`src/rtl/axi_ram_bist_pkg.sv`:
```
// Shared definitions for the AXI RAM init/self-test sequencer: command modes,
// controller states and the AXI 4 KB burst boundary.
package axi_ram_bist_pkg;

  localparam logic [1:0] MODE_FILL       = 2'd0;
  localparam logic [1:0] MODE_CHECK      = 2'd1;
  localparam logic [1:0] MODE_FILL_CHECK = 2'd2;

  localparam logic [12:0] BOUNDARY_4K = 13'h1000;

  typedef enum logic [2:0] {
    ST_IDLE,
    ST_WR_ADDR,
    ST_WR_DATA,
    ST_WR_RESP,
    ST_RD_ADDR,
    ST_RD_DATA,
    ST_FINISH
  } state_t;

endpackage

```
`src/rtl/axi_ram_bist_ctrl_len_calc.sv`:
```
// Burst length for the next INCR burst: the smallest of the remaining words,
// MAX_BURST and the words left before the next 4 KB boundary.
module axi_burst_len_calc
  import axi_ram_bist_pkg::*;
#(
  parameter int ADDR_WIDTH  = 16,
  parameter int COUNT_WIDTH = 16,
  parameter int MAX_BURST   = 16,
  parameter int BYTE_SHIFT  = 2
) (
  input  logic [ADDR_WIDTH-1:0]  i_addr,
  input  logic [COUNT_WIDTH-1:0] i_remaining,
  output logic [8:0]             o_len
);

  logic [11:0] w_off;
  logic [12:0] w_room;
  logic [31:0] w_min;

  always_comb begin
    w_off  = 12'(i_addr);
    w_room = (BOUNDARY_4K - {1'b0, w_off}) >> BYTE_SHIFT;
    w_min  = 32'(i_remaining);
    if (32'(w_room) < w_min) w_min = 32'(w_room);
    if (32'(MAX_BURST) < w_min) w_min = 32'(MAX_BURST);
    o_len = 9'(w_min);
  end

endmodule

```
`src/rtl/axi_ram_bist_ctrl.sv`:
```
// AXI4 master that fills a RAM region with an incrementing pattern and/or
// reads it back for comparison, one INCR burst outstanding at a time.
module axi_ram_bist_ctrl
  import axi_ram_bist_pkg::*;
#(
  parameter int DATA_WIDTH  = 32,
  parameter int ADDR_WIDTH  = 16,
  parameter int MAX_BURST   = 16,
  parameter int COUNT_WIDTH = 16
) (
  input  logic                   clk,
  input  logic                   rst_n,
  input  logic                   start,
  input  logic [1:0]             mode,
  input  logic [ADDR_WIDTH-1:0]  base_addr,
  input  logic [COUNT_WIDTH-1:0] word_count,
  input  logic [DATA_WIDTH-1:0]  pattern,
  output logic                   busy,
  output logic                   done,
  output logic                   fail,
  output logic [ADDR_WIDTH-1:0]  fail_addr,
  output logic [ADDR_WIDTH-1:0]  m_axi_awaddr,
  output logic [7:0]             m_axi_awlen,
  output logic                   m_axi_awvalid,
  input  logic                   m_axi_awready,
  output logic [DATA_WIDTH-1:0]  m_axi_wdata,
  output logic                   m_axi_wlast,
  output logic                   m_axi_wvalid,
  input  logic                   m_axi_wready,
  input  logic                   m_axi_bvalid,
  output logic                   m_axi_bready,
  output logic [ADDR_WIDTH-1:0]  m_axi_araddr,
  output logic [7:0]             m_axi_arlen,
  output logic                   m_axi_arvalid,
  input  logic                   m_axi_arready,
  input  logic [DATA_WIDTH-1:0]  m_axi_rdata,
  input  logic                   m_axi_rlast,
  input  logic                   m_axi_rvalid,
  output logic                   m_axi_rready
);

  localparam int BYTE_SHIFT = $clog2(DATA_WIDTH / 8);

  state_t                 r_state, w_next;
  logic                   r_chk_after, r_fail;
  logic [ADDR_WIDTH-1:0]  r_base, r_addr, r_fail_addr;
  logic [COUNT_WIDTH-1:0] r_count, r_rem;
  logic [DATA_WIDTH-1:0]  r_pattern, r_k;
  logic [7:0]             r_axlen, r_beat;

  logic [ADDR_WIDTH-1:0]  w_base_in, w_step, w_beat_addr, w_calc_addr;
  logic [COUNT_WIDTH-1:0] w_rem_next, w_calc_rem;
  logic [8:0]             w_len, w_len_cur;
  logic [DATA_WIDTH-1:0]  w_expect;
  logic                   w_mismatch;

  assign w_base_in   = (base_addr >> BYTE_SHIFT) << BYTE_SHIFT;
  assign w_len_cur   = {1'b0, r_axlen} + 9'd1;
  assign w_rem_next  = r_rem - COUNT_WIDTH'(w_len_cur);
  assign w_step      = ADDR_WIDTH'(w_len_cur) << BYTE_SHIFT;
  assign w_beat_addr = r_addr + (ADDR_WIDTH'(r_beat) << BYTE_SHIFT);
  assign w_expect    = r_pattern + r_k;
  assign w_mismatch  = (m_axi_rdata != w_expect);

  // Next-burst inputs: fresh command in IDLE, restart from base when the
  // fill phase of FILL_CHECK completes, otherwise continue after this burst.
  always_comb begin
    w_calc_addr = r_addr + w_step;
    w_calc_rem  = w_rem_next;
    if (r_state == ST_IDLE) begin
      w_calc_addr = w_base_in;
      w_calc_rem  = word_count;
    end else if ((r_state == ST_WR_RESP) && (w_rem_next == '0)) begin
      w_calc_addr = r_base;
      w_calc_rem  = r_count;
    end
  end

  axi_burst_len_calc #(
    .ADDR_WIDTH (ADDR_WIDTH),
    .COUNT_WIDTH(COUNT_WIDTH),
    .MAX_BURST  (MAX_BURST),
    .BYTE_SHIFT (BYTE_SHIFT)
  ) u_len_calc (
    .i_addr     (w_calc_addr),
    .i_remaining(w_calc_rem),
    .o_len      (w_len)
  );

  always_ff @(posedge clk or negedge rst_n) begin
    if (!rst_n) r_state <= ST_IDLE;
    else        r_state <= w_next;
  end

  always_comb begin
    w_next        = r_state;
    busy          = 1'b0;
    done          = 1'b0;
    m_axi_awvalid = 1'b0;
    m_axi_wvalid  = 1'b0;
    m_axi_wlast   = 1'b0;
    m_axi_bready  = 1'b0;
    m_axi_arvalid = 1'b0;
    m_axi_rready  = 1'b0;
    case (r_state)
      ST_IDLE: begin
        if (start) begin
          if (word_count == '0)      w_next = ST_FINISH;
          else if (mode == MODE_CHECK) w_next = ST_RD_ADDR;
          else                        w_next = ST_WR_ADDR;
        end
      end
      ST_WR_ADDR: begin
        busy          = 1'b1;
        m_axi_awvalid = 1'b1;
        if (m_axi_awready) w_next = ST_WR_DATA;
      end
      ST_WR_DATA: begin
        busy         = 1'b1;
        m_axi_wvalid = 1'b1;
        m_axi_wlast  = (r_beat == r_axlen);
        if (m_axi_wready && (r_beat == r_axlen)) w_next = ST_WR_RESP;
      end
      ST_WR_RESP: begin
        busy         = 1'b1;
        m_axi_bready = 1'b1;
        if (m_axi_bvalid) begin
          if (w_rem_next != '0) w_next = ST_WR_ADDR;
          else if (r_chk_after)  w_next = ST_RD_ADDR;
          else                   w_next = ST_FINISH;
        end
      end
      ST_RD_ADDR: begin
        busy          = 1'b1;
        m_axi_arvalid = 1'b1;
        if (m_axi_arready) w_next = ST_RD_DATA;
      end
      ST_RD_DATA: begin
        busy         = 1'b1;
        m_axi_rready = 1'b1;
        if (m_axi_rvalid && m_axi_rlast) begin
          if ((w_rem_next != '0) && !(r_fail || w_mismatch)) w_next = ST_RD_ADDR;
          else                                              w_next = ST_FINISH;
        end
      end
      ST_FINISH: begin
        done   = 1'b1;
        w_next = ST_IDLE;
      end
      default: w_next = ST_IDLE;
    endcase
  end

  always_ff @(posedge clk or negedge rst_n) begin
    if (!rst_n) begin
      r_chk_after <= 1'b0;
      r_fail      <= 1'b0;
      r_fail_addr <= '0;
      r_base      <= '0;
      r_addr      <= '0;
      r_count     <= '0;
      r_rem       <= '0;
      r_pattern   <= '0;
      r_k         <= '0;
      r_axlen     <= '0;
      r_beat      <= '0;
    end else begin
      case (r_state)
        ST_IDLE: begin
          if (start) begin
            r_chk_after <= (mode == MODE_FILL_CHECK) || (mode == 2'd3);
            r_base      <= w_base_in;
            r_addr      <= w_base_in;
            r_count     <= word_count;
            r_rem       <= word_count;
            r_pattern   <= pattern;
            r_k         <= '0;
            r_beat      <= '0;
            r_fail      <= 1'b0;
            r_fail_addr <= '0;
            if (word_count != '0) r_axlen <= 8'(w_len - 9'd1);
          end
        end
        ST_WR_DATA: begin
          if (m_axi_wready) begin
            r_beat <= r_beat + 8'd1;
            r_k    <= r_k + 1'b1;
          end
        end
        ST_WR_RESP: begin
          if (m_axi_bvalid) begin
            r_beat  <= '0;
            r_addr  <= w_calc_addr;
            r_rem   <= w_calc_rem;
            r_axlen <= 8'(w_len - 9'd1);
            if (w_rem_next == '0) r_k <= '0;
          end
        end
        ST_RD_DATA: begin
          if (m_axi_rvalid) begin
            r_beat <= r_beat + 8'd1;
            r_k    <= r_k + 1'b1;
            if (w_mismatch && !r_fail) begin
              r_fail      <= 1'b1;
              r_fail_addr <= w_beat_addr;
            end
            if (m_axi_rlast) begin
              r_beat  <= '0;
              r_addr  <= w_calc_addr;
              r_rem   <= w_calc_rem;
              r_axlen <= 8'(w_len - 9'd1);
            end
          end
        end
        default: ;
      endcase
    end
  end

  assign fail         = r_fail;
  assign fail_addr    = r_fail_addr;
  assign m_axi_awaddr = r_addr;
  assign m_axi_araddr = r_addr;
  assign m_axi_awlen  = r_axlen;
  assign m_axi_arlen  = r_axlen;
  assign m_axi_wdata  = w_expect;

endmodule
```
`config.mk`:
```
export PLATFORM = sky130hd
export DESIGN_NAME = axi_ram_bist_ctrl
export DESIGN_NICKNAME = d
export VERILOG_FILES = /design/src/rtl/axi_ram_bist_pkg.sv /design/src/rtl/axi_ram_bist_ctrl_len_calc.sv /design/src/rtl/axi_ram_bist_ctrl.sv
export SDC_FILE = /design/constraint.sdc
export NUM_CORES = 1
export LEC_CHECK = 0
export BUFFER_PORTS_ARGS = -buffer_cell sky130_fd_sc_hd__buf_2
export CAP_MARGIN = 25
export CORE_ASPECT_RATIO = 0.7
export CORE_MARGIN = 3
export CORE_UTILIZATION = 55
export DETAILED_ROUTE_END_ITERATION = 16
export MAX_ROUTING_LAYER = met4
export PLACE_DENSITY = 0.84
export SKIP_LAST_GASP = 1
export SLEW_MARGIN = 20
export SYNTH_ARGS = -nofsm -noshare
export SYNTH_HDL_FRONTEND = slang
export SYNTH_HIERARCHICAL = 1
export SYNTH_SLANG_ARGS = --single-unit
```
`constraint.sdc`:
```
create_clock -name clk -period 9.4 [get_ports clk]
set_input_delay 0.47 -clock clk [delete_from_list [all_inputs] [get_ports clk]]
set_output_delay 0.47 -clock clk [all_outputs]
set_load 0.02 [all_outputs]
```
## Word level (Yosys, flattened, before mapping)

Index checks and enable logic that the tools add are counted.

- Reductions and logical operators: 25
- Add/subtract/negate cells: 9
- Muxes and demuxes: 62
- Shifts and indexed selects: 0
- Bitwise gates (word level): 0
- Divide/modulo/power cells: 0
- Magnitude comparators: 2
- Equal/unequal tests: 23
- $mul: 0

Operators with widths:

| cell | count |
|---|---|
| 16-bit two-way mux | 16 |
| 32-bit two-way mux | 5 |
| 32-bit case mux with 4 select lines | 1 |
| 16-bit case mux with 3 select lines | 2 |
| 8-bit two-way mux | 11 |
| 32-bit by 1-bit adder with 32-bit output, second input constant | 1 |
| 32-bit adder | 1 |
| 16-bit zero test | 2 |
| 32-bit != test | 1 |
| 16-bit case mux with 2 select lines | 1 |
| 8-bit case mux with 4 select lines | 1 |
| 16-bit nonzero test | 2 |
| 3-bit two-way mux | 9 |
| 8-bit case mux with 3 select lines | 1 |
| 2-bit != test, second input constant | 10 |
| 3-bit case mux with 6 select lines | 1 |
| 6-bit AND reduction | 3 |
| 16-bit by 10-bit adder with 16-bit output | 1 |
| 16-bit by 11-bit adder with 16-bit output | 1 |
| 11-bit by 16-bit less-than comparator with 1-bit output | 1 |
| 5-bit by 16-bit less-than comparator with 1-bit output, first input constant | 1 |
| 16-bit by 9-bit subtractor with 16-bit output | 1 |
| 13-bit by 12-bit subtractor with 13-bit output, first input constant | 1 |
| 1-bit two-way mux | 11 |
| other kinds (23) | 36 |

- Bits in latches: 0
- Memories: 0
- Register bits after elaboration: 163
- ROM bits: 0
- Bits in writable memories: 0
- Word-level logic and storage cells: 133

## Depth between registers and ports, before layout

Gate-level depths: netlist (run 1).

- Depth after elaboration: 15
- Mapped depth: 33
- Depth with buffers taken out: 31

## Hierarchy

The synthesis (run 1) kept the hierarchy.

Modules (own cells, without submodules):

| module | seq. area each (um^2) | cells an instance | area each (um^2) | times used |
|---|---|---|---|---|
| axi_ram_bist_ctrl | 4078.9 | 1576 | 12655.9 | 1 |
| axi_burst_len_calc | 0.0 | 86 | 609.3 | 1 |

## Worst setup path after synthesis (run 1)

No wires, ideal clock.

- Path kind: reg-to-reg
- Start: register r_axlen[0] (netlist: m_axi_arlen[0])
- End: register r_axlen[7] (netlist: m_axi_arlen[7])
- Arrival time: 7.426 ns
- Period minus slack after synthesis: 7.509 ns
- Stages on the path, launching flop included: 31
- Buffers on the path: 1
- Setup time: 0.083 ns
- Required time: 9.317 ns
- Setup slack: 1.891 ns
- Cells stage by stage: dfrtp_1 > ha_1 > nand3_1 > nor2_1 > xor2_1 > inv_1 > ha_1 > a21o_1 > or4_1 > a31o_2 > a2111oi_0 > a211o_1 > and4_1 > and2_1 > buf_2 > nor3_1 > or4_4 > nor4_4 > nand2b_2 > or4_4 > xor2_1 > ha_1 > and2_1 > a221oi_1 > a211o_1 > a31oi_2 > mux2i_1 > or4_1 > nor4_1 > xnor2_1 > o21ai_0

- Cells in the longest elaborated chain, start to end: 15
- Elaborated cells on any way between the ends: 21
- Classes of those cells: 5 x add/sub; 2 x order compare; 12 x mux; 2 x reduce/logical

Ends and longest elaborated chain:

| what | line | source |
|---|---|---|
| start: declaration | axi_ram_bist_ctrl.sv:49 | `logic [7:0] r_axlen, r_beat;` |
| start signal: assignment | axi_ram_bist_ctrl.sv:181 | `if (word_count != '0) r_axlen <= 8'(w_len - 9'd1);` |
| start signal: assignment | axi_ram_bist_ctrl.sv:195 | `r_axlen <= 8'(w_len - 9'd1);` |
| start signal: assignment | axi_ram_bist_ctrl.sv:211 | `r_axlen <= 8'(w_len - 9'd1);` |
| 8-bit by 1-bit adder with 9-bit output * | axi_ram_bist_ctrl.sv:58 | `assign w_len_cur = {1'b0, r_axlen} + 9'd1;` |
| 16-bit by 9-bit subtractor with 16-bit output * | axi_ram_bist_ctrl.sv:59 | `assign w_rem_next = r_rem - COUNT_WIDTH'(w_len_cur);` |
| 16-bit zero test * | axi_ram_bist_ctrl.sv:73 | `end else if ((r_state == ST_WR_RESP) && (w_rem_next == '0)) begin` |
| 1-bit logical AND * | axi_ram_bist_ctrl.sv:73 |  |
| 16-bit two-way mux * | axi_ram_bist_ctrl.sv:73 |  |
| 16-bit two-way mux * | axi_ram_bist_ctrl.sv:70 | `if (r_state == ST_IDLE) begin` |
| named net w_calc_addr[0] | axi_ram_bist_ctrl.sv:51 | `logic [ADDR_WIDTH-1:0] w_base_in, w_step, w_beat_addr, w_calc_addr;` |
| 13-bit by 12-bit subtractor with 13-bit output * | axi_ram_bist_ctrl_len_calc.sv:22 | `w_room = (BOUNDARY_4K - {1'b0, w_off}) >> BYTE_SHIFT;` |
| 11-bit by 16-bit less-than comparator with 1-bit output | axi_ram_bist_ctrl_len_calc.sv:24 | `if (32'(w_room) < w_min) w_min = 32'(w_room);` |
| 16-bit two-way mux * | axi_ram_bist_ctrl_len_calc.sv:24 |  |
| 5-bit by 16-bit less-than comparator with 1-bit output | axi_ram_bist_ctrl_len_calc.sv:25 | `if (32'(MAX_BURST) < w_min) w_min = 32'(MAX_BURST);` |
| 8-bit two-way mux * | axi_ram_bist_ctrl_len_calc.sv:25 |  |
| named net w_len[2] | axi_ram_bist_ctrl.sv:53 | `logic [8:0] w_len, w_len_cur;` |
| 8-bit by 1-bit subtractor with 8-bit output * | axi_ram_bist_ctrl.sv:181, axi_ram_bist_ctrl.sv:195, axi_ram_bist_ctrl.sv:211 |  |
| 8-bit two-way mux (on tied branches) | axi_ram_bist_ctrl.sv:207, axi_ram_bist_ctrl.sv:181 |  |
| 8-bit two-way mux (on tied branches) | axi_ram_bist_ctrl.sv:200, axi_ram_bist_ctrl.sv:170 |  |
| 8-bit case mux with 3 select lines * | axi_ram_bist_ctrl.sv:168 | `case (r_state)` |

Mark *: on every way through the listed nets, which the timed path passes. The rest lies on a longest branch. The select of a mux whose other input is x is not followed.
A chain may end at the register's enable or synchronous reset.

## Final worst setup path (run 1)

- Start: register r_axlen[0] (netlist: m_axi_arlen[0])
- End: register r_axlen[7] (netlist: m_axi_arlen[7])

- Cells in the longest elaborated chain, start to end: 15
- Elaborated cells on any way between the ends: 21
- Classes of those cells: 5 x add/sub; 2 x order compare; 12 x mux; 2 x reduce/logical

Ends and longest elaborated chain:

| what | line |
|---|---|
| 8-bit by 1-bit adder with 9-bit output * | axi_ram_bist_ctrl.sv:58 |
| 16-bit by 9-bit subtractor with 16-bit output | axi_ram_bist_ctrl.sv:59 |
| 16-bit zero test | axi_ram_bist_ctrl.sv:73 |
| 1-bit logical AND | axi_ram_bist_ctrl.sv:73 |
| 16-bit two-way mux * | axi_ram_bist_ctrl.sv:73 |
| 16-bit two-way mux * | axi_ram_bist_ctrl.sv:70 |
| named net w_calc_addr[3] | axi_ram_bist_ctrl.sv:51 |
| 13-bit by 12-bit subtractor with 13-bit output * | axi_ram_bist_ctrl_len_calc.sv:22 |
| 11-bit by 16-bit less-than comparator with 1-bit output | axi_ram_bist_ctrl_len_calc.sv:24 |
| 16-bit two-way mux * | axi_ram_bist_ctrl_len_calc.sv:24 |
| 5-bit by 16-bit less-than comparator with 1-bit output | axi_ram_bist_ctrl_len_calc.sv:25 |
| 8-bit two-way mux * | axi_ram_bist_ctrl_len_calc.sv:25 |
| named net w_len[2] | axi_ram_bist_ctrl.sv:53 |
| 8-bit by 1-bit subtractor with 8-bit output * | axi_ram_bist_ctrl.sv:181, axi_ram_bist_ctrl.sv:195, axi_ram_bist_ctrl.sv:211 |
| 8-bit two-way mux (on tied branches) | axi_ram_bist_ctrl.sv:207, axi_ram_bist_ctrl.sv:181 |
| 8-bit two-way mux (on tied branches) | axi_ram_bist_ctrl.sv:200, axi_ram_bist_ctrl.sv:170 |
| 8-bit case mux with 3 select lines * | axi_ram_bist_ctrl.sv:168 |

Marks and branches as above.

==> impl_metrics.ini, run 1 <==
[status]
status = finished clean

[timing]
maxSlewViolCount = 0
achievable_clock_frequency_mhz = 120.8
worst_clock_skew_ns = 0.009838
worst_pin_slew_ns = 1.078
rsz_0062_raised_after_global_routing = no
final_min_period_over_clock_period = 0.8810
relSlewSlack = 0.2797
final_period_minus_worst_setup_slack_ns = 8.281
final.setup.tns_ns = 0
finalHoldViolations = 0
setup_viol = 0

[pwr]
power.density_nw_per_um2 = 370.0
power.ir.vdd_worst_mv = 0.2039
total_leakage_power_nw = 7.127

[placement]
place.gp.congestion = 0.9863
dp.final_hpwl_mm = 32.92
buffer_ports.inserted = 209

[setup_path]
critPathArrivalTime_ns = 8.64
cp_max_fo = 8
timing.critical_path.to_type = flop
r2r_cells = 29
cp_common_cell = sky130_fd_sc_hd__ha_1
critical_path.endpoint = m_axi_arlen[7]$_DFFE_PN0P_
setup_crit_start = m_axi_arlen[0]$_DFFE_PN0P_
timing.critical_path.slowest_cell_delay_ns = 0.59
worst_path_max_delay_cell = sky130_fd_sc_hd__or4_1
cp.required_ns = 9.76
rr_startpoint = m_axi_arlen[0]$_DFFE_PN0P_
crit_type = reg2reg
setup_crit_start_kind = flop
r2r_slack_ns = 1.12
r2r_end = m_axi_arlen[7]$_DFFE_PN0P_

[drt]
firstDrtPassIters = 6
totalWireLength_mm = 43.11
num_vias = 13039
drt_iter0_drc = 1470
vias_per_cell = 6.171
drc = 0
post_route_ant_nets = 0
routed_wire_length_per_instance_um = 20.40

[final_layout]
layout-drive-gt1-share = 0.1717
area_growth_syn_to_layout_pct = 11.86
net_count_of_the_finished_layout = 1969
fillerInstances = 2047
finish.utilization = 0.6390

[clock_network]
postCtsSetupRepairBufs = 0
clk_root_buffer_cell = sky130_fd_sc_hd__clkbuf_16
cts.sink_count = 163
tritoncts = done
ctsResizeCount = 0
number_of_buffers_on_the_longest_clock_path = 2
numCtsBuffers = 17
cts.htree.levels = 4
worstSkewPairLatency_ns = 0.44
clock_pin_slew_reported_for_the_worst_setup_and_hold_paths_after_clock_tree_synthesis_ns = 0.07
hold_buffers = 0

[synthesis]
synth-warning-count = 6
synth_cells = 1651
synth.cell_area_um2 = 13220
postSynthAreaPerCell_um2 = 8.006

[global_route]
number_of_antenna_violations_at_the_first_check_in_global_routing = 1
grt_pass1_vias = 12076
grt_start_max_net_pins = 101
track_usage = 0.3392
grt_overflow = 0
wire_length_of_the_first_global_routing_pass_mm = 66.59

[floorplanning]
fp.dieH_um = 135.7
full_die_area_um2 = 25960
num_rows = 46
initial_utilization = 0.5713
core_footprint_um2 = 23140
die_w_um = 191.3
top_level_pins = 212

[job]
cap_violations = 0

[hold_path]
hp-class = in2async
[registers in the layout, summed over array words and instances, names as in the netlist, 8 cells and up]
name and flops:
r_k 32, r_pattern 32, fail_addr 16, m_axi_araddr 16, r_count 16, r_rem 16, r_base 14, m_axi_arlen 8
r_beat 8
[power by group]
group | switching (W) | leakage (nW) | internal [W]
Sequential | 0.000272 | 2.12 | 0.000924
Combinational | 0.00227 | 4.71 | 0.00126
Clock | 0.000311 | 0.300 | 0.000429
[metrics by stage]
stage                     hold slack [ns]  instances  total power (W)  worst slack (ns)  instance area, um2
after floorplan                    0.1744       1653         0.003717             1.899               13230
after global placement             0.4590       2079         0.004494             1.399               14160
after detailed placement           0.4625       2080         0.004623             1.271               14170
after CTS                          0.1724       2112         0.005393             1.267               14780
after global routing               0.2156       2113         0.005851            0.7109               14790
final                              0.1460       2113         0.005470             1.119               14790
[per-layer routing]
layer,GRT usage,vias to the layer above,wire (um)
met5,-,-,0
met4,0.07943,0,821
met3,0.1021,76,5175
met2,0.4487,699,17210
met1,0.5033,6211,19900
li1,-,6053,-
[worst max-delay path, delay by kind of cell (launching register included)]
| family | cells | cell delay (ns) |
|---|---|---|
| xor gates and xnor gates | 3 | 0.56 |
| muxes | 2 | 0.50 |
| AOI/OAI and AO/OA | 9 | 2.20 |
| adders and majority gates | 3 | 0.85 |
| buffers and inverters | 1 | 0.09 |
| and+or+nand+nor | 11 | 3.44 |
| DFF | 1 | 0.56 |
[worst min-delay path by stage]
| stage | end | from | cells after the start | slack, ns |
|---|---|---|---|---|
| global route | fail_addr[5]$_DFFE_PN0P_ | rst_n | 1 | 0.22 |
| global placement | r_base[5]$_DFFE_PN0P_ | r_base[5]$_DFFE_PN0P_ | 2 | 0.46 |
| finish | fail_addr[2]$_DFFE_PN0P_ | rst_n | 1 | 0.15 |
| floorplan | fail$_DFFE_PN0P_ | rst_n | 0 | 0.17 |
| detailed placement | r_count[5]$_DFFE_PN0P_ | r_count[5]$_DFFE_PN0P_ | 2 | 0.46 |
| CTS | fail_addr[5]$_DFFE_PN0P_ | rst_n | 1 | 0.17 |
[cells in the final DEF, fill, tap and decap left out, types with 22 or more instances in the layout]
cell type and n:
sky130_fd_sc_hd__inv_1 56, sky130_fd_sc_hd__buf_2 208, sky130_fd_sc_hd__nand2_1 338, sky130_fd_sc_hd__nand3_1 43, sky130_fd_sc_hd__nor2_1 129, sky130_fd_sc_hd__xor2_1 40, sky130_fd_sc_hd__o21ai_0 118, sky130_fd_sc_hd__ha_1 71
sky130_fd_sc_hd__mux2i_1 35, sky130_fd_sc_hd__dfrtp_1 163, sky130_fd_sc_hd__and3_1 22, sky130_fd_sc_hd__a21oi_1 102, sky130_fd_sc_hd__xnor2_1 81, sky130_fd_sc_hd__nand4_1 25
[cell type report]
class | count | area (um2) | area share
Inverter | 57 | 214.0 | 0.01447
Multi-Input combinational cell | 1326 | 8332 | 0.5635
Tap cell | 312 | 390.4 | 0.02640
Timing Repair Buffer | 222 | 1154 | 0.07802
Clock buffer | 18 | 439.2 | 0.02970
Sequential cell | 163 | 4079 | 0.2759
Antenna cell | 1 | 2.502 | 0.0001692
Clock inverter | 14 | 175.2 | 0.01185
Power figures use the tool's default switching activity.
==> run 2: changes to the inputs <==
- clock period: 9.4 -> 7.7 ns (I/O delays scaled with it)
==> run 2 against run 1 <==
  * Flip-flop and latch count unchanged
  * Worst hold slack worse by 0.11 ns
  * Clock skew grew 0.0078 ns
  * Combinational power increased by 32%
  * Wire length increased by 1.4%
  * Clock power up 19%
  * Critical endpoint unchanged
  * Largest power group unchanged
==> impl_metrics.ini, run 2 (synthesis results as in run 1) <==
[status]
status = finished clean

[clock_network]
worstSkewPairLatency_ns = 0.45
number_of_buffers_on_the_longest_clock_path = 2
cts.sink_count = 163
numCtsBuffers = 17
clock_pin_slew_reported_for_the_worst_setup_and_hold_paths_after_clock_tree_synthesis_ns = 0.08
cts.htree.levels = 4
tritoncts = done
clk_root_buffer_cell = sky130_fd_sc_hd__clkbuf_16

[job]
cap_violations = 0

[setup_path]
timing.critical_path.to_type = flop
r2r_cells = 29
cp.required_ns = 8.06
setup_crit_start_kind = flop
worst_path_max_delay_cell = sky130_fd_sc_hd__or4_4
cp_max_fo = 5
crit_type = reg2reg
critPathArrivalTime_ns = 7.75
cp_common_cell = sky130_fd_sc_hd__or4_4
timing.critical_path.slowest_cell_delay_ns = 0.62

[drt]
highest_layer = met4
vias_per_cell = 6.143
firstDrtPassIters = 5
detail_route.wirelength.met1_mm = 19.55
totalWireLength_mm = 43.72
drt_iter0_drc = 1411
routed-wl-met3_mm = 5.625
dr_wl_met2_mm = 18.08
drc = 0
post_route_ant_nets = 0
num_vias = 13202
routed_wire_length_per_instance_um = 20.34

[placement]
dp.final_hpwl_mm = 33.20
place.gp.congestion = 0.9856
buffer_ports.inserted = 209
dpl-instance-area_um2 = 14390

[final_layout]
fillerInstances = 2009
layout-drive-gt1-share = 0.1939
layout.cells.most_common = sky130_fd_sc_hd__nand2_1
area_growth_syn_to_layout_pct = 14.43
commonest_non_fill_non_tap_cells_in_the_layout = sky130_fd_sc_hd__nand2_1, sky130_fd_sc_hd__buf_2, sky130_fd_sc_hd__dfrtp_1, sky130_fd_sc_hd__nor2_1, sky130_fd_sc_hd__o21ai_0
net_count_of_the_finished_layout = 2005
finish.utilization = 0.6537
finalInstanceArea_um2 = 15120
largestRegisters = r_k: 32 flops, r_pattern: 32 flops

[timing]
final_period_minus_worst_setup_slack_ns = 7.397
achievable_clock_frequency_mhz = 135.2
maxSlewViolCount = 0
final.hold.worst_slack_ns = 0.03688
setup_viol = 0
finalHoldViolations = 0
final_min_period_over_clock_period = 0.9606
final.setup.tns_ns = 0
worst_clock_skew_ns = 0.01768
worst_pin_slew_ns = 1.051
relSlewSlack = 0.2903

[floorplanning]
full_die_area_um2 = 25960
die_w_um = 191.3
top_level_pins = 212
num_rows = 46
core_footprint_um2 = 23140
initial_utilization = 0.5713
fp.dieH_um = 135.7

[global_route]
number_of_antenna_violations_at_the_first_check_in_global_routing = 1
grt_pass1_vias = 12030
grt_overflow = 0
wire_length_of_the_first_global_routing_pass_mm = 66.53
grt_start_max_net_pins = 97
track_usage = 0.3399

[pwr]
total_leakage_power_nw = 7.294
power.density_nw_per_um2 = 459.7
power.ir.vdd_worst_mv = 0.3679

[hold_path]
hp-class = in2async
==> run 2: cell count changes in the layout (fill, tap and decap cells not counted), moves of 2 or more <==
cell / delta
sky130_fd_sc_hd__buf_4: +35
sky130_fd_sc_hd__mux2i_2: +2
sky130_fd_sc_hd__clkinv_2: -3
sky130_fd_sc_hd__mux2i_1: -2
sky130_fd_sc_hd__and2_4: +2
sky130_fd_sc_hd__and2_1: -2
sky130_fd_sc_hd__inv_6: -2
sky130_fd_sc_hd__clkinv_4: +2
sky130_fd_sc_hd__clkinvlp_4: +2
==> run 2: layer usage <==
layer | GRT usage | vias up
li1 | - | 6124
met1 | 0.4894 | 6317
met2 | 0.4572 | 707
met3 | 0.1252 | 54
met4 | 0.06558 | 0
met5 | - | -
==> run 2: path summary, 6_finish.rpt <==
| path | slack, ns | to | start |
|---|---|---|---|
| worst min-delay path | 0.04 | fail_addr[3]$_DFFE_PN0P_ | rst_n |
| worst max-delay path | 0.30 | m_axi_arlen[7]$_DFFE_PN0P_ | m_axi_arlen[1]$_DFFE_PN0P_ |
| min in group clk | 0.12 | r_pattern[26]$_DFFE_PN0P_ | pattern[26] |
| worst max register to register | 0.30 | m_axi_arlen[7]$_DFFE_PN0P_ | m_axi_arlen[1]$_DFFE_PN0P_ |
| max in group asynchronous | 6.21 | r_pattern[9]$_DFFE_PN0P_ | rst_n |
| worst min register to register | 0.48 | r_base[6]$_DFFE_PN0P_ | r_base[6]$_DFFE_PN0P_ |
==> run 2: per-stage QoR <==
stage / power (W) / cells / worst slack [ns]
floorplan: 0.004538 / 1653 / 0.1994
global placement: 0.005639 / 2108 / 0.2816
detailed placement: 0.005778 / 2109 / 0.1156
CTS: 0.006692 / 2141 / 0.03562
global route: 0.007419 / 2149 / -0.05391
finish: 0.006953 / 2149 / 0.3030
==> run 2: area by class of cell <==
cell class	instances	area, um2	area share
timing repair buffer	258	1431	0.09464
antenna	1	2.502	0.0001655
multi-input combinational	1326	8406	0.5558
clock buffer	20	456.7	0.03020
clock inverter	12	145.1	0.009596
inverter	57	214.0	0.01415
tap	312	390.4	0.02581
sequential	163	4079	0.2697
==> run 2: critical path, delay by kind of cell (launching register included) <==
kind / cells / cell delay, ns
adder cells (fa/ha/maj): 3 / 0.80
multiplexers: 2 / 0.39
AND/OR/NAND/NOR: 12 / 3.33
AO/OA/AOI/OAI: 8 / 1.89
XOR/XNOR: 3 / 0.46
buffers and inverters: 1 / 0.07
flip-flops: 1 / 0.36
==> run 2: repair_timing <==
action	4_1_cts	5_1_grt
gates resized for setup	0	17
buffers inserted	0	6
hold buffers	0	0
setup endpoints to repair	0	7
==> run 2: power breakdown <==
part	switching [W]	internal, W
combinational	0.00293	0.00172
clock	0.000377	0.000501
sequential	0.000295	0.00113
==> run 3: changes to the inputs <==
- CORE_UTILIZATION: 55 -> 53
- clock period: 7.7 -> 6.3 ns (I/O delays scaled with it)
==> run 3 against run 2 <==
  * The run now ends with setup timing left
  * Fmax rose by 2.8%
  * Critical endpoint unchanged
  * Critical path depth increased by 1
  * Non-clock buffer count increased by 82
  * Sequential power up 20%
  * Largest power group unchanged
  * Via count increased by 2.7%
  * Worst setup slack lost 1.2 ns
  * Clock power increased by 21%
  * Largest cell class unchanged
  * Combinational power rose by 46%
  * Register-to-register slack worse by 1.2 ns
  * Cell count increased by 4.1%
  * Sequential share of layout area is 1.5 points lower
  * Global-route usage grew 0.16 points
==> impl_metrics.ini, run 3 (synthesis results as in run 1) <==
[setup_path]
timing.critical_path.to_type = flop
cp.required_ns = 6.67
critPathArrivalTime_ns = 7.56
cp_common_cell = sky130_fd_sc_hd__or4_4
worst_path_max_delay_cell = sky130_fd_sc_hd__or4_4
timing.critical_path.slowest_cell_delay_ns = 0.57
cp_max_fo = 5
setup_crit_start_kind = flop
crit_type = reg2reg

[status]
status = complete, but fails checks
violations = setup timing

[clock_network]
numCtsBuffers = 17
cts.sink_count = 163
clock_pin_slew_reported_for_the_worst_setup_and_hold_paths_after_clock_tree_synthesis_ns = 0.06
cts.htree.levels = 4
number_of_buffers_on_the_longest_clock_path = 2
tritoncts = done
clk_root_buffer_cell = sky130_fd_sc_hd__clkbuf_16
worstSkewPairLatency_ns = 0.45

[timing]
final_min_period_over_clock_period = 1.143
achievable_clock_frequency_mhz = 138.9
relSlewSlack = 0.1831
setup_viol = 8
final_period_minus_worst_setup_slack_ns = 7.198
worst_clock_skew_ns = 0.01366
final.setup.worst_slack_ns = -0.8984
worst_pin_slew_ns = 1.210
rsz_0062_raised_after_global_routing = yes
finalHoldViolations = 0
maxSlewViolCount = 0

[placement]
dp.final_hpwl_mm = 35.45
dpl-instance-area_um2 = 15160
place_worst_setup_slack_ns = -0.9814
place.gp.congestion = 1.026
buffer_ports.inserted = 209

[pwr]
power.ir.vdd_worst_mv = 0.4803
total_leakage_power_nw = 7.768
switching_share = 0.5000
power.density_nw_per_um2 = 595.8
power.clock.fraction = 0.111
switching_power_w = 0.004769
p_seq_frac = 0.178
power.internal_w = 0.004769
combinationalPowerShare = 0.711

[drt]
drt_iter0_drc = 1514
firstDrtPassIters = 7
totalWireLength_mm = 46.01
detail_route.wirelength.met1_mm = 20.68
routed-wl-met3_mm = 6.017
routed_wire_length_per_instance_um = 20.56
vias_per_cell = 6.059
highest_layer = met4
post_route_ant_nets = 0
drc = 0
dr_wl_met2_mm = 18.48
num_vias = 13559

[floorplanning]
initial_utilization = 0.5496
fp.dieH_um = 138.1
top_level_pins = 212
core_footprint_um2 = 24050
full_die_area_um2 = 26900
num_rows = 47
die_w_um = 194.8

[final_layout]
area_growth_syn_to_layout_pct = 21.11
finalInstanceArea_um2 = 16010
largestRegisters = r_k: 32 flops, r_pattern: 32 flops
fillerInstances = 2007
layout-drive-gt1-share = 0.2450
net_count_of_the_finished_layout = 2087
layout.cells.most_common = sky130_fd_sc_hd__nand2_1
commonest_non_fill_non_tap_cells_in_the_layout = sky130_fd_sc_hd__nand2_1, sky130_fd_sc_hd__buf_2, sky130_fd_sc_hd__dfrtp_1, sky130_fd_sc_hd__nor2_1, sky130_fd_sc_hd__buf_4

[job]
cap_violations = 0

[global_route]
wire_length_of_the_first_global_routing_pass_mm = 70.93
number_of_antenna_violations_at_the_first_check_in_global_routing = 2
grt_start_max_net_pins = 87
grt_overflow = 0
track_usage = 0.3415
grt_pass1_vias = 12660

[hold_path]
hp-class = in2reg
## run 3: layout make-up
type                            instances  area (um2)  area share
Sequential cell                       163        4083      0.2550
Inverter                               57       214.0     0.01337
Clock inverter                         12       128.9    0.008051
Multi-Input combinational cell       1326        8657      0.5408
Clock buffer                           20       456.7     0.02853
Antenna cell                            2       5.005   0.0003126
Timing Repair Buffer                  340        2066      0.1290
Tap cell                              318       397.9     0.02486
## run 3: routing by layer
metal / vias up / track usage
li1: 6281 / -
met1: 6468 / 0.4981
met2: 751 / 0.4526
met3: 59 / 0.1226
met4: 0 / 0.07649
met5: - / -
## run 3: worst paths after layout
check                                                start                     endpoint  cells after the start  slack, ns
max in group asynchronous                            rst_n        r_beat[5]$_DFFE_PN0P_                      3       4.57
min in group asynchronous                            rst_n  m_axi_araddr[4]$_DFFE_PN0P_                      2       0.49
worst min register to register       r_base[9]$_DFFE_PN0P_        r_base[9]$_DFFE_PN0P_                      2       0.47
worst max-delay path            m_axi_arlen[1]$_DFFE_PN0P_   m_axi_arlen[7]$_DFFE_PN0P_                     30      -0.90
worst min-delay path                           pattern[22]    r_pattern[22]$_DFFE_PN0P_                      3       0.06
worst max register to register  m_axi_arlen[1]$_DFFE_PN0P_   m_axi_arlen[7]$_DFFE_PN0P_                     30      -0.90
## run 3: timing repair
action                                  4_1_cts  5_1_grt
pin swaps                                    15        6
hold buffers                                  1        0
gates resized for setup                      21       15
endpoints found under the setup margin        8        8
hold endpoints to repair                     85        0
buffers inserted                              7        3
## run 3: metrics by stage
| step | TNS (ns) | util | hold slack, ns | total power (W) | std cells |
|---|---|---|---|---|---|
| 6_report | -6.248 | 0.6656 | 0.06442 | 0.009538 | 2238 |
| 5_1_grt | -7.921 | 0.6656 | 0.05935 | 0.01016 | 2238 |
| 4_1_cts | -5.131 | 0.6613 | 0.05142 | 0.009252 | 2233 |
| 3_5_place_dp | -6.781 | 0.6303 | 0.4234 | 0.008044 | 2193 |
| 3_3_place_gp | -5.408 | 0.6303 | 0.4227 | 0.007903 | 2193 |
| 2_1_floorplan | -4.918 | - | 0.01941 | 0.005704 | 1653 |
## run 3: worst max-delay path, delay by kind of cell, from the launching register on
kind | cells | cell delay [ns]
simple gates | 12 | 3.42
fa+ha+maj | 3 | 0.68
mux | 2 | 0.42
xor+xnor | 3 | 0.48
flops | 1 | 0.40
compound gates | 8 | 1.47
buf+inv | 2 | 0.23
## run 3: power by group through the flow
| stage | sequential, W | clock, W | combinational [W] |
|---|---|---|---|
| 2_1_floorplan | 0.00171 | 0 | 0.00399 |
| 3_3_place_gp | 0.00168 | 0 | 0.00622 |
| 3_5_place_dp | 0.00168 | 0 | 0.00636 |
| 4_1_cts | 0.00168 | 0.00106 | 0.00651 |
| 5_1_grt | 0.00173 | 0.00111 | 0.00732 |
| 6_report | 0.00170 | 0.00106 | 0.00678 |
